==> config.mk <==
export PLATFORM = sky130hd
export DESIGN_NAME = ddr_arbiter_flat
export DESIGN_NICKNAME = d
export VERILOG_FILES = /design/src/rtl/ddr_arbiter_if.sv /design/src/rtl/ddr_arbiter.sv /design/src/flat_wrapper.sv
export SDC_FILE = /design/constraint.sdc
export NUM_CORES = 1
export LEC_CHECK = 0
export ABC_CLOCK_PERIOD_IN_PS = 7080
export CAP_MARGIN = 40
export CORE_ASPECT_RATIO = 0.9
export CORE_MARGIN = 2
export CORE_UTILIZATION = 45
export DETAILED_ROUTE_END_ITERATION = 16
export PLACE_DENSITY = 0.93
export SLEW_MARGIN = 20
export SYNTH_ARGS = -nofsm -noshare
export SYNTH_HDL_FRONTEND = slang
export SYNTH_SLANG_ARGS = --single-unit
==> constraint.sdc <==
create_clock -name clk133_p -period 7.08 [get_ports clk133_p]
set_input_delay 0.708 -clock clk133_p [delete_from_list [all_inputs] [get_ports clk133_p]]
set_output_delay 0.708 -clock clk133_p [all_outputs]
set_load 0.01 [all_outputs]
==> src/rtl/ddr_arbiter_if.sv <==
// Bus bundle between the video/draw clients, the arbiter and the DDR controller.
// The slave modport is the arbiter side; the master modport is the client/controller side.
interface ddr_arbiter_if;
    localparam int unsigned ADDR_W = 24;
    localparam int unsigned DATA_W = 32;

    logic              vid_req;
    logic [ADDR_W-1:0] vid_addr;
    logic              vid_ack;
    logic              vid_rvalid;
    logic [DATA_W-1:0] vid_rdata;
    logic              drw_req;
    logic [ADDR_W-1:0] drw_addr;
    logic [DATA_W-1:0] drw_wdata;
    logic              drw_ack;
    logic              mem_valid;
    logic [1:0]        mem_op;
    logic [ADDR_W-1:0] mem_addr;
    logic [DATA_W-1:0] mem_wdata;
    logic              mem_ready;
    logic              mem_done;
    logic [DATA_W-1:0] mem_rdata;

    modport slave (
        input  vid_req, vid_addr, drw_req, drw_addr, drw_wdata,
               mem_ready, mem_done, mem_rdata,
        output vid_ack, vid_rvalid, vid_rdata, drw_ack,
               mem_valid, mem_op, mem_addr, mem_wdata
    );

    modport master (
        output vid_req, vid_addr, drw_req, drw_addr, drw_wdata,
               mem_ready, mem_done, mem_rdata,
        input  vid_ack, vid_rvalid, vid_rdata, drw_ack,
               mem_valid, mem_op, mem_addr, mem_wdata
    );
endinterface

==> src/rtl/ddr_arbiter.sv <==
// Arbitrates video reads, draw writes and periodic auto-refresh onto one DDR
// command port, one transaction in flight, with a bound on video starving draw.
module ddr_arbiter #(
    parameter int unsigned REFRESH_INTERVAL = 1000,
    parameter int unsigned MAX_VID_RUN      = 4
) (
    input logic          clk133_p,
    input logic          rst,
    ddr_arbiter_if.slave bus
);
    localparam int unsigned CNT_W = (REFRESH_INTERVAL > 1) ? $clog2(REFRESH_INTERVAL) : 1;
    localparam int unsigned RUN_W = (MAX_VID_RUN > 0) ? $clog2(MAX_VID_RUN + 1) : 1;

    localparam logic [1:0] OP_READ    = 2'b00;
    localparam logic [1:0] OP_WRITE   = 2'b01;
    localparam logic [1:0] OP_REFRESH = 2'b10;

    typedef enum logic [1:0] {
        IDLE  = 2'd0,
        ISSUE = 2'd1,
        WAIT  = 2'd2
    } state_t;

    state_t           state;
    logic [CNT_W-1:0] ref_cnt;
    logic             refresh_pending;
    logic [RUN_W-1:0] vid_run;

    logic wrap_c;
    logic run_full_c;
    logic accept_c;
    logic grant_ref_c;
    logic grant_drw_c;
    logic grant_vid_c;

    // A wrap in an IDLE cycle already wins over client requests at that edge.
    always_comb begin
        wrap_c      = (ref_cnt == CNT_W'(REFRESH_INTERVAL - 1));
        run_full_c  = (vid_run == RUN_W'(MAX_VID_RUN));
        accept_c    = (state == ISSUE) && bus.mem_ready;
        grant_ref_c = (state == IDLE) && (refresh_pending || wrap_c);
        grant_drw_c = (state == IDLE) && !grant_ref_c && bus.drw_req
                      && (run_full_c || !bus.vid_req);
        grant_vid_c = (state == IDLE) && !grant_ref_c && bus.vid_req
                      && !(bus.drw_req && run_full_c);
    end

    // Free-running refresh timer; pending stays set until the refresh command is accepted.
    always_ff @(posedge clk133_p or posedge rst) begin
        if (rst) begin
            ref_cnt         <= '0;
            refresh_pending <= 1'b0;
        end else begin
            ref_cnt <= wrap_c ? '0 : ref_cnt + CNT_W'(1);
            if (wrap_c) begin
                refresh_pending <= 1'b1;
            end else if (accept_c && (bus.mem_op == OP_REFRESH)) begin
                refresh_pending <= 1'b0;
            end
        end
    end

    always_ff @(posedge clk133_p or posedge rst) begin
        if (rst) begin
            state          <= IDLE;
            vid_run        <= '0;
            bus.vid_ack    <= 1'b0;
            bus.drw_ack    <= 1'b0;
            bus.vid_rvalid <= 1'b0;
            bus.vid_rdata  <= '0;
            bus.mem_valid  <= 1'b0;
            bus.mem_op     <= '0;
            bus.mem_addr   <= '0;
            bus.mem_wdata  <= '0;
        end else begin
            bus.vid_ack    <= 1'b0;
            bus.drw_ack    <= 1'b0;
            bus.vid_rvalid <= 1'b0;
            case (state)
                IDLE: begin
                    // Run length only matters while draw is actually waiting.
                    if (!bus.drw_req || grant_drw_c) begin
                        vid_run <= '0;
                    end else if (grant_vid_c && !run_full_c) begin
                        vid_run <= vid_run + RUN_W'(1);
                    end
                    if (grant_ref_c) begin
                        bus.mem_op    <= OP_REFRESH;
                        bus.mem_addr  <= '0;
                        bus.mem_wdata <= '0;
                        bus.mem_valid <= 1'b1;
                        state         <= ISSUE;
                    end else if (grant_drw_c) begin
                        bus.mem_op    <= OP_WRITE;
                        bus.mem_addr  <= bus.drw_addr;
                        bus.mem_wdata <= bus.drw_wdata;
                        bus.mem_valid <= 1'b1;
                        bus.drw_ack   <= 1'b1;
                        state         <= ISSUE;
                    end else if (grant_vid_c) begin
                        bus.mem_op    <= OP_READ;
                        bus.mem_addr  <= bus.vid_addr;
                        bus.mem_wdata <= '0;
                        bus.mem_valid <= 1'b1;
                        bus.vid_ack   <= 1'b1;
                        state         <= ISSUE;
                    end
                end
                ISSUE: begin
                    if (bus.mem_ready) begin
                        bus.mem_valid <= 1'b0;
                        state         <= WAIT;
                    end
                end
                WAIT: begin
                    if (bus.mem_done) begin
                        state <= IDLE;
                        if (bus.mem_op == OP_READ) begin
                            bus.vid_rvalid <= 1'b1;
                            bus.vid_rdata  <= bus.mem_rdata;
                        end
                    end
                end
                default: state <= IDLE;
            endcase
        end
    end
endmodule

==> src/flat_wrapper.sv <==
// flat-port wrapper written by rule: the top's interface ports become plain ports
module ddr_arbiter_flat 
#(
    parameter int unsigned REFRESH_INTERVAL = 1000,
    parameter int unsigned MAX_VID_RUN      = 4
)
  (clk133_p, rst, bus_vid_req, bus_vid_addr, bus_drw_req, bus_drw_addr, bus_drw_wdata, bus_mem_ready, bus_mem_done, bus_mem_rdata, bus_vid_ack, bus_vid_rvalid, bus_vid_rdata, bus_drw_ack, bus_mem_valid, bus_mem_op, bus_mem_addr, bus_mem_wdata);
  ddr_arbiter_if bus_i ();
  input logic clk133_p;
  input logic rst;
  input wire logic [$bits(bus_i.vid_req)-1:0] bus_vid_req;
  input wire logic [$bits(bus_i.vid_addr)-1:0] bus_vid_addr;
  input wire logic [$bits(bus_i.drw_req)-1:0] bus_drw_req;
  input wire logic [$bits(bus_i.drw_addr)-1:0] bus_drw_addr;
  input wire logic [$bits(bus_i.drw_wdata)-1:0] bus_drw_wdata;
  input wire logic [$bits(bus_i.mem_ready)-1:0] bus_mem_ready;
  input wire logic [$bits(bus_i.mem_done)-1:0] bus_mem_done;
  input wire logic [$bits(bus_i.mem_rdata)-1:0] bus_mem_rdata;
  output wire logic [$bits(bus_i.vid_ack)-1:0] bus_vid_ack;
  output wire logic [$bits(bus_i.vid_rvalid)-1:0] bus_vid_rvalid;
  output wire logic [$bits(bus_i.vid_rdata)-1:0] bus_vid_rdata;
  output wire logic [$bits(bus_i.drw_ack)-1:0] bus_drw_ack;
  output wire logic [$bits(bus_i.mem_valid)-1:0] bus_mem_valid;
  output wire logic [$bits(bus_i.mem_op)-1:0] bus_mem_op;
  output wire logic [$bits(bus_i.mem_addr)-1:0] bus_mem_addr;
  output wire logic [$bits(bus_i.mem_wdata)-1:0] bus_mem_wdata;
  assign bus_i.vid_req = bus_vid_req;
  assign bus_i.vid_addr = bus_vid_addr;
  assign bus_i.drw_req = bus_drw_req;
  assign bus_i.drw_addr = bus_drw_addr;
  assign bus_i.drw_wdata = bus_drw_wdata;
  assign bus_i.mem_ready = bus_mem_ready;
  assign bus_i.mem_done = bus_mem_done;
  assign bus_i.mem_rdata = bus_mem_rdata;
  assign bus_vid_ack = bus_i.vid_ack;
  assign bus_vid_rvalid = bus_i.vid_rvalid;
  assign bus_vid_rdata = bus_i.vid_rdata;
  assign bus_drw_ack = bus_i.drw_ack;
  assign bus_mem_valid = bus_i.mem_valid;
  assign bus_mem_op = bus_i.mem_op;
  assign bus_mem_addr = bus_i.mem_addr;
  assign bus_mem_wdata = bus_i.mem_wdata;
  ddr_arbiter #(.REFRESH_INTERVAL(REFRESH_INTERVAL), .MAX_VID_RUN(MAX_VID_RUN)) u_core (.clk133_p(clk133_p), .rst(rst), .bus(bus_i));
endmodule
# ---- Word-level counts from Yosys, hierarchy flattened
# Cells that the tools add are included.
dict set report op_classes {
  addsub 2
  mul 0
  n_div 0
  magnitude_cmp 0
  n_eq_ne 8
  n_shift 0
  mux 35
  bitwise 0
  reduce_logical 29
}
# op count
set ops {}
lappend ops {{$mux 32} 3}
lappend ops {{$mux 24} 3}
lappend ops {{$mux 1} 16}
lappend ops {{$mux 2} 8}
lappend ops {{$add 10x1->10 const B} 1}
lappend ops {{$eq 10x10->1 const B} 1}
lappend ops {{$logic_and 1x1->1} 10}
lappend ops {{$mux 10} 1}
lappend ops {{$reduce_and 3->1} 3}
lappend ops {{$mux 3} 2}
lappend ops {{$pmux 2 s3} 1}
lappend ops {{$reduce_bool 2->1} 3}
lappend ops {{$logic_not 1->1} 5}
lappend ops {{$eq 2x2->1 const B} 2}
lappend ops {{$logic_not 2->1} 2}
lappend ops {{$ne 2x2->1 const B} 2}
lappend ops {{$ne 4x1->1 const B} 1}
lappend ops {{$reduce_and 2->1} 2}
lappend ops {{$add 3x1->3 const B} 1}
lappend ops {{$eq 3x3->1 const B} 1}
lappend ops {{$logic_or 1x1->1} 3}
lappend ops {{$reduce_bool 3->1} 1}
lappend ops {{$eq 2x1->1 const B} 1}
lappend ops {{$pmux 1 s2} 1}
dict set report totals {
  regBits 110
  latch_bits 0
  ramBits 0
  romBits 0
  n_memories 0
}

# ---- Logic depth before layout (Yosys ltp)
# Gate-level depths: netlist (run 1).
dict set report logic_depth {
  word_depth 11
  depth_mapped 9
  depth_no_buf 6
}

# ---- Least setup slack after synthesis (run 1)
# No wires, ideal clock.
dict set report synth_path {
  path_kind {input to register}
  from {input port bus_drw_req}
  to {register u_core.bus.mem_op[1] (netlist bit)}
  arrival_ns 1.967
  required_ns 6.985
  slack_ns 5.017
  stages 8
  n_path_buf 4
  cell_sequence {buf_6 > or3_1 > a31o_1 > buf_6 > and2_4 > buf_6 > buf_6 > o32ai_2}
}
dict set report synth_via {
  elab_chain_cells 5
  word_cells_on_any_way 9
  cone_classes {mux: 2; reduce/logical: 7}
}
# element line_no
set synth_lines {}
lappend synth_lines {{start: declaration} flat_wrapper.sv:13} ;# input wire logic [$bits(bus_i.drw_req)-1:0] bus_drw_req;
lappend synth_lines {{$logic_and 1x1->1} ddr_arbiter.sv:45} ;# && !(bus.drw_req && run_full_c);
lappend synth_lines {{$logic_not 1->1} ddr_arbiter.sv:45}
lappend synth_lines {{$logic_and 1x1->1} ddr_arbiter.sv:45}
lappend synth_lines {{$reduce_bool 3->1 (no source line)} --}
lappend synth_lines {{$reduce_and 2->1 (no source line)} --}
lappend synth_lines {{end signal: assignment} ddr_arbiter.sv:72} ;# bus.mem_op <= '0;
lappend synth_lines {{end signal: assignment} ddr_arbiter.sv:88} ;# bus.mem_op <= OP_REFRESH;
lappend synth_lines {{end signal: assignment} ddr_arbiter.sv:94} ;# bus.mem_op <= OP_WRITE;
lappend synth_lines {{end: declaration} ddr_arbiter_if.sv:28} ;# mem_valid, mem_op, mem_addr, mem_wdata
# Parallel ways exist; a longest one is shown, timed or not.
# A chain may end at the register's enable or synchronous reset.

# ---- Final worst setup path (run 1)
dict set report layout_path {
  from {input port bus_drw_req}
  to {register u_core.bus.mem_wdata[31] (netlist bit)}
}
dict set report layout_via {
  elab_chain_cells 5
  word_cells_on_any_way 9
  cone_classes {mux: 2; reduce/logical: 7}
}
# element line_no
set layout_lines {}
lappend layout_lines {{$logic_and 1x1->1} ddr_arbiter.sv:45}
lappend layout_lines {{$logic_not 1->1} ddr_arbiter.sv:45}
lappend layout_lines {{$logic_and 1x1->1} ddr_arbiter.sv:45}
lappend layout_lines {{$reduce_bool 3->1 (no source line)} --}
lappend layout_lines {{$reduce_and 2->1 (no source line)} --}
lappend layout_lines {{end signal: assignment} ddr_arbiter.sv:96} ;# bus.mem_wdata <= bus.drw_wdata;
lappend layout_lines {{end: declaration} ddr_arbiter_if.sv:28}
# Parallel ways exist; a longest one is shown, timed or not.

==> results of run 1 <==
[state kept, by name, summed over array words and instances (netlist names)]
| name | flops |
|---|---|
| u_core.bus.mem_wdata | 32 |
| u_core.bus.vid_rdata | 32 |
| u_core.bus.mem_addr | 24 |
| u_core.vid_run | 3 |
| u_core.bus.mem_op | 2 |
| u_core.bus.mem_valid | 1 |
| u_core.ref_cnt | 10 |
| u_core.state | 2 |
| u_core.bus.drw_ack | 1 |
| u_core.bus.vid_ack | 1 |
| u_core.refresh_pending | 1 |
| u_core.bus.vid_rvalid | 1 |
[critical path, cell delays in order]
cell	delay [ps]
clkdlybuf4s50_1	630
or3b_1	430
nor2_2	230
and2_1	690
buf_6	250
a22o_1	160
[cell usage after synthesis, types with 2 or more instances]
cell / n / area share, %
mux2_2: 31 / 7.4
nand3_1: 51 / 5.4
nand4_1: 3 / 0.40
a22o_1: 32 / 5.9
o31ai_1: 2 / 0.32
inv_1: 6 / 0.48
or3_1: 2 / 0.26
buf_6: 5 / 1.2
a21oi_1: 26 / 2.7
a31oi_2: 19 / 5.0
o311ai_0: 2 / 0.37
ha_1: 3 / 0.79
xnor2_1: 2 / 0.37
and3_1: 5 / 0.66
nand2_1: 8 / 0.63
and2_1: 3 / 0.40
o21ai_0: 8 / 0.85
buf_4: 4 / 0.63
clkbuf_1: 9 / 0.71
xor2_1: 4 / 0.74
dfrtp_1: 110 / 58
nor2_1: 7 / 0.55
a31oi_1: 7 / 0.92
buf_2: 12 / 1.3
[through the flow]
stage	power, uW	area [um^2]	hold WS (ps)
floorplan	1760	4740	425
global placement	2410	6880	437
finish	2960	7240	463
CTS	2990	7220	462
detailed placement	2500	6940	453
global route	3130	7240	476
[cell usage in the layout (no fill, tap or decap), types with 2 or more instances in the layout]
cell / synthesis / layout
nand4_1: 3 / 3
o21ai_0: 8 / 8
a21oi_1: 26 / 26
nor2_1: 7 / 6
inv_6: 0 / 2
clkdlybuf4s50_1: 0 / 211
inv_1: 6 / 5
and2_1: 3 / 3
nand3_1: 51 / 51
xnor2_1: 2 / 2
xor2_1: 4 / 4
nor2_2: 1 / 2
mux2_2: 31 / 31
a22o_1: 32 / 32
a31oi_2: 19 / 20
clkbuf_16: 0 / 9
and3_1: 5 / 5
buf_4: 4 / 5
clkinv_2: 0 / 2
buf_6: 5 / 4
dfrtp_1: 110 / 110
nand2_1: 8 / 8
ha_1: 3 / 3
o311ai_0: 2 / 2
a31oi_1: 7 / 6
o31ai_1: 2 / 2
or3_1: 2 / 2
[cells by family after synthesis]
logic type / share of synthesized area (%)
adder cells (fa/ha/maj): 0.792
flip-flops: 58.1
XOR/XNOR: 1.11
AO/OA/AOI/OAI: 18.1
AND/OR/NAND/NOR: 9.98
multiplexers: 7.60
buffers and inverters: 4.36
[where the power goes]
group,internal [uW],leakage (uW),switching [uW]
Sequential,903,0.00137,176
Clock,244,0.000138,240
Combinational,789,0.00150,610
[layer usage]
metal  global-route usage, %  vias up  routed length, um
met5                       0        -                  0
met4                    5.91        0                189
met3                    4.97       13               1020
met2                    39.2      186               6680
met1                    27.7     1952               5180
li1                        -     1809                  -
[layout make-up]
| class | count | area (um^2) |
|---|---|---|
| fillers | 735 | 3000 |
| clock buffers | 9 | 225 |
| flip-flops and latches | 110 | 2750 |
| multi-input cells | 233 | 1790 |
| repair buffers | 222 | 2240 |
| well taps | 129 | 161 |
| clock inverters | 7 | 55.1 |
| inverters | 6 | 25.0 |
[worst max-delay path by stage]
stage                                                end   startpoint  cells past startpoint  slack (ps)
floorplan                   u_core.bus.drw_ack$_DFF_PP0_          rst                      1        3470
global placement     u_core.bus.mem_wdata[6]$_DFFE_PP0P_  bus_drw_req                      5        3270
detailed placement  u_core.bus.mem_wdata[31]$_DFFE_PP0P_  bus_drw_req                      6        3920
CTS                 u_core.bus.mem_wdata[31]$_DFFE_PP0P_  bus_drw_req                      6        4250
global route        u_core.bus.mem_wdata[31]$_DFFE_PP0P_  bus_drw_req                      6        4130
finish              u_core.bus.mem_wdata[31]$_DFFE_PP0P_  bus_drw_req                      6        4230
==> impl_metrics.json, run 1 <==
{
  "finalWirelength_mm": 13.1,
  "rsz0062_at_grt": "false",
  "wire_per_inst_um": 18.3,
  "viasPerCell": 5.53,
  "hold_start": "u_core.ref_cnt[0]$_DFF_PP0_",
  "synthCells": 380,
  "ys_warn_count": 0,
  "numCtsBuffers": 9,
  "antenna_cells": 0,
  "min_path_type": "flip-flop to flip-flop",
  "dieArea_um2": 11400,
  "hold_violations": 0,
  "min_to": "u_core.ref_cnt[0]$_DFF_PP0_",
  "drc": 0,
  "worst_slack_ps": 4230,
  "end_kind": "flip-flop",
  "rows": 35,
  "antenna_found_initial": 0,
  "cts_resized": 0,
  "start_kind": "input port",
  "cts.sink_count": 110,
  "dp_hpwl_mm": 9.57,
  "peakVddDrop_mv": 0.222,
  "syn_area_per_cell_um2": 12.5,
  "initial_core_util_pct": 46.2,
  "grt_max_degree": 67,
  "ys_seq_area_share_pct": 58.1,
  "h-tree-depth": 3,
  "drt_iter0_drc": 231,
  "clock_latency_ps": 340,
  "grt_pass1_vias": 3913,
  "layout.nets": 703,
  "period_minus_slack_ps": 2850,
  "synth_ff_type": "dfrtp_1",
  "final_cells": 716,
  "min_path_cells": 1,
  "critPathRequiredTime_ps": 7360,
  "synth.net_count": 501,
  "p_per_area_nw_per_um2": 409,
  "drive_gt1_share_pct": 14.8,
  "synthArstFlopShare_pct": 100,
  "die_w_um": 112,
  "fin_crit_sh_pct": 40.2,
  "synth_edf_count": 0,
  "track_usage_pct": 22.1,
  "post-place-ws_ps": 3920,
  "outcome": "finished clean",
  "reg2reg_depth": 5,
  "synth_area_um2": 4740,
  "core_area_um2": 10200,
  "cts-root-buf": "clkbuf_16",
  "r2r_slack_ps": 4750,
  "fmax_mhz": 351,
  "cts_setup_buffers": 0,
  "cp.arrival_ps": 3120,
  "utilization_pct": 70.7,
  "hold_buffers": 0,
  "finalSetupTns_ps": 0,
  "first_pass_iters": 4,
  "tightest_slew_ps": 787,
  "drv_cap": 0,
  "fin_skew_ps": 12.2,
  "cts.clk_slew.worst_paths_ps": 80,
  "routabilityCongestion": 0.855,
  "dpl.cell_count": 699,
  "slew_headroom_pct": 47.5,
  "slew_violations": 0,
  "ant_nets": 0,
  "critical_path_class": "input port to flip-flop",
  "synth-seq-cells": 110,
  "setup_viol": 0,
  "die-height_um": 101,
  "grt_pass1_wl_mm": 20.0,
  "clk_path_buf_depth": 2,
  "grt_overflow": 0,
  "worstPathMaxFanout": 21,
  "worstReg2RegStart": "u_core.state[0]$_DFFE_PP0P_",
  "portBuffers": 211,
  "cts_tree": "done",
  "p_leak_uw": 0.00300,
  "vias": 3960,
  "r2r-end": "u_core.bus.mem_wdata[31]$_DFFE_PP0P_",
  "syn_to_final_growth_pct": 52.9,
  "ios": 212,
  "synth_cell_types": 43
}
Power figures use the tool's default switching activity.
==> run 2: changes to the inputs <==
--- a/config.mk
+++ b/config.mk
@@ -5,13 +5,13 @@
 export SDC_FILE = /design/constraint.sdc
 export NUM_CORES = 1
 export LEC_CHECK = 0
-export ABC_CLOCK_PERIOD_IN_PS = 7080
+export ABC_CLOCK_PERIOD_IN_PS = 2600
 export CAP_MARGIN = 40
 export CORE_ASPECT_RATIO = 0.9
 export CORE_MARGIN = 2
-export CORE_UTILIZATION = 45
+export CORE_UTILIZATION = 38
 export DETAILED_ROUTE_END_ITERATION = 16
-export PLACE_DENSITY = 0.93
+export PLACE_DENSITY = 0.84
 export SLEW_MARGIN = 20
 export SYNTH_ARGS = -nofsm -noshare
 export SYNTH_HDL_FRONTEND = slang
==> constraint.sdc (replaced) <==
create_clock -name clk133_p -period 2.6 [get_ports clk133_p]
set_input_delay 0.26 -clock clk133_p [delete_from_list [all_inputs] [get_ports clk133_p]]
set_output_delay 0.26 -clock clk133_p [all_outputs]
set_load 0.01 [all_outputs]
==> impl_metrics.json, run 2 (synthesis results as in run 1) <==
{
  "portBuffers": 211,
  "grt_pass1_wl_mm": 19.9,
  "period_minus_slack_ps": 2270,
  "hold_buffers": 0,
  "outcome": "finished clean",
  "cts_setup_buffers": 0,
  "cp.arrival_ps": 2490,
  "met2_usage_pct": 33.1,
  "rsz0062_at_grt": "false",
  "h-tree-depth": 3,
  "layout.nets": 704,
  "clk_path_buf_depth": 2,
  "combPwrFrac_pct": 48.0,
  "vias": 3946,
  "peakVddDrop_mv": 0.561,
  "cts.clk_slew.worst_paths_ps": 70,
  "first_pass_iters": 4,
  "fin_crit_sh_pct": 87.4,
  "sw_frac_of_total_pct": 34.1,
  "die_w_um": 122,
  "antenna_cells": 0,
  "finalSetupTns_ps": 0,
  "viasPerCell": 5.28,
  "grt_max_degree": 111,
  "antenna_found_initial": 0,
  "cts_tree": "done",
  "nFillCells": 960,
  "critPathRequiredTime_ps": 2820,
  "track_usage_pct": 18.8,
  "slew_headroom_pct": 62.5,
  "dp_hpwl_mm": 9.53,
  "drc": 0,
  "seq_power_share_pct": 35.9,
  "gr-usage-met1_pct": 23.7,
  "worstPathMaxFanout": 32,
  "rows": 38,
  "die-height_um": 110,
  "start_kind": "flip-flop",
  "p_clk_share_pct": 16.1,
  "tightest_slew_ps": 563,
  "p_leak_uw": 0.00301,
  "drt_iter0_drc": 276,
  "cts.sink_count": 110,
  "dieArea_um2": 13400,
  "final_cell_mix": "clkdlybuf4s50_1, dfrtp_1, nand3_1",
  "grt_pass1_vias": 3878,
  "grt_use_met3_pct": 4.62,
  "wire_per_inst_um": 17.6,
  "worst_slack_ps": 327,
  "routabilityCongestion": 0.813,
  "cts-root-buf": "clkbuf_16",
  "post-place-ws_ps": 298,
  "slew_violations": 0,
  "end_kind": "flip-flop",
  "grt_overflow": 0,
  "reg.largest.list": "u_core.bus.mem_wdata x32, u_core.bus.vid_rdata x32, u_core.bus.mem_addr x24",
  "clock_latency_ps": 340,
  "ios": 212,
  "p_per_area_nw_per_um2": 1110,
  "drive_gt1_share_pct": 14.8,
  "syn_to_final_growth_pct": 54.1,
  "min_path_type": "input port to async pin",
  "setup_viol": 0,
  "fin_skew_ps": 13.0,
  "drv_cap": 0,
  "finalWirelength_mm": 13.2,
  "mostFrequentLayoutCell": "clkdlybuf4s50_1",
  "cts_resized": 0,
  "numCtsBuffers": 9,
  "core_area_um2": 12100,
  "intPower_uw": 5340,
  "switchingPower_uw": 2770,
  "ant_nets": 0,
  "initial_core_util_pct": 39.1,
  "busiest_layer": "met2",
  "critical_path_class": "flip-flop to flip-flop",
  "hold_violations": 0,
  "fmax_mhz": 440
}
-- run 2: cell count changes in the layout (fill, tap and decap cells not counted) --
| cell | before | now |
|---|---|---|
| clkinv_2 | 2 | 1 |
| buf_6 | 4 | 0 |
| buf_12 | 0 | 3 |
| inv_4 | 1 | 0 |
| inv_6 | 2 | 0 |
| clkinv_4 | 1 | 3 |
| clkbuf_1 | 0 | 1 |
| buf_4 | 5 | 8 |
| clkbuf_8 | 0 | 2 |
| inv_8 | 1 | 0 |
| buf_16 | 1 | 0 |
-- run 2: power groups by stage --
stage | clock network (uW) | logic, uW | registers, uW
after global routing | 1410 | 4140 | 3000
after floorplan | 0 | 1580 | 3220
final | 1310 | 3890 | 2920
after CTS | 1340 | 3920 | 2910
after global placement | 0 | 3760 | 2900
after detailed placement | 0 | 3890 | 2940
-- run 2: cell type report --
type / instances / area, um^2 / area share [%]
Clock buffer: 12 / 256 / 3.51
Clock inverter: 4 / 31.3 / 0.428
Inverter: 6 / 26.3 / 0.360
Multi-Input combinational cell: 233 / 1790 / 24.5
Sequential cell: 110 / 2750 / 37.7
Tap cell: 160 / 200 / 2.74
Timing Repair Buffer: 223 / 2250 / 30.8
-- run 2: worst paths after layout --
check,startpoint,end,slack (ps),depth (start not counted)
max in group asynchronous,rst,u_core.bus.mem_wdata[9]$_DFFE_PP0P_,1750,3
worst min-delay path,rst,u_core.refresh_pending$_DFFE_PP0P_,460,3
worst max-delay path,u_core.ref_cnt[0]$_DFF_PP0_,u_core.bus.mem_wdata[3]$_DFFE_PP0P_,330,6
worst min register to register,u_core.ref_cnt[0]$_DFF_PP0_,u_core.ref_cnt[0]$_DFF_PP0_,470,1
worst max register to register,u_core.ref_cnt[0]$_DFF_PP0_,u_core.bus.mem_wdata[3]$_DFFE_PP0P_,330,6
min in group clk133_p,u_core.ref_cnt[0]$_DFF_PP0_,u_core.ref_cnt[0]$_DFF_PP0_,470,1
-- run 2: worst max-delay path, cell delays in order (launching register included) --
cell and delay, ps:
dfrtp_1 370, ha_1 210, and3_1 320, a31o_1 520, nand2_1 280, buf_12 250, a22o_1 200
-- run 2: metrics by stage --
step | instances | total power, uW | area, um^2 | hold WS [ps] | util (%)
floorplan | 380 | 4800 | 4740 | 370 | -
global placement | 731 | 6660 | 7000 | 441 | 57.7
detailed placement | 732 | 6830 | 7010 | 459 | 57.9
CTS | 748 | 8170 | 7300 | 469 | 60.2
global route | 748 | 8540 | 7300 | 495 | 60.2
finish | 748 | 8110 | 7300 | 457 | 60.2
-- run 2: layer usage --
metal | share of wire, % | vias to the layer above
met5 | 0 | -
met4 | 0.87 | 0
met3 | 7.2 | 14
met2 | 50 | 177
met1 | 41 | 1945
li1 | - | 1810
==> run 3: changes to the inputs <==
--- a/config.mk
+++ b/config.mk
@@ -5,7 +5,6 @@
 export SDC_FILE = /design/constraint.sdc
 export NUM_CORES = 1
 export LEC_CHECK = 0
-export ABC_CLOCK_PERIOD_IN_PS = 2600
 export CAP_MARGIN = 40
 export CORE_ASPECT_RATIO = 0.9
 export CORE_MARGIN = 2
==> results of run 3 <==
No change in the layout: final DEF, timing and power equal those of run 2.
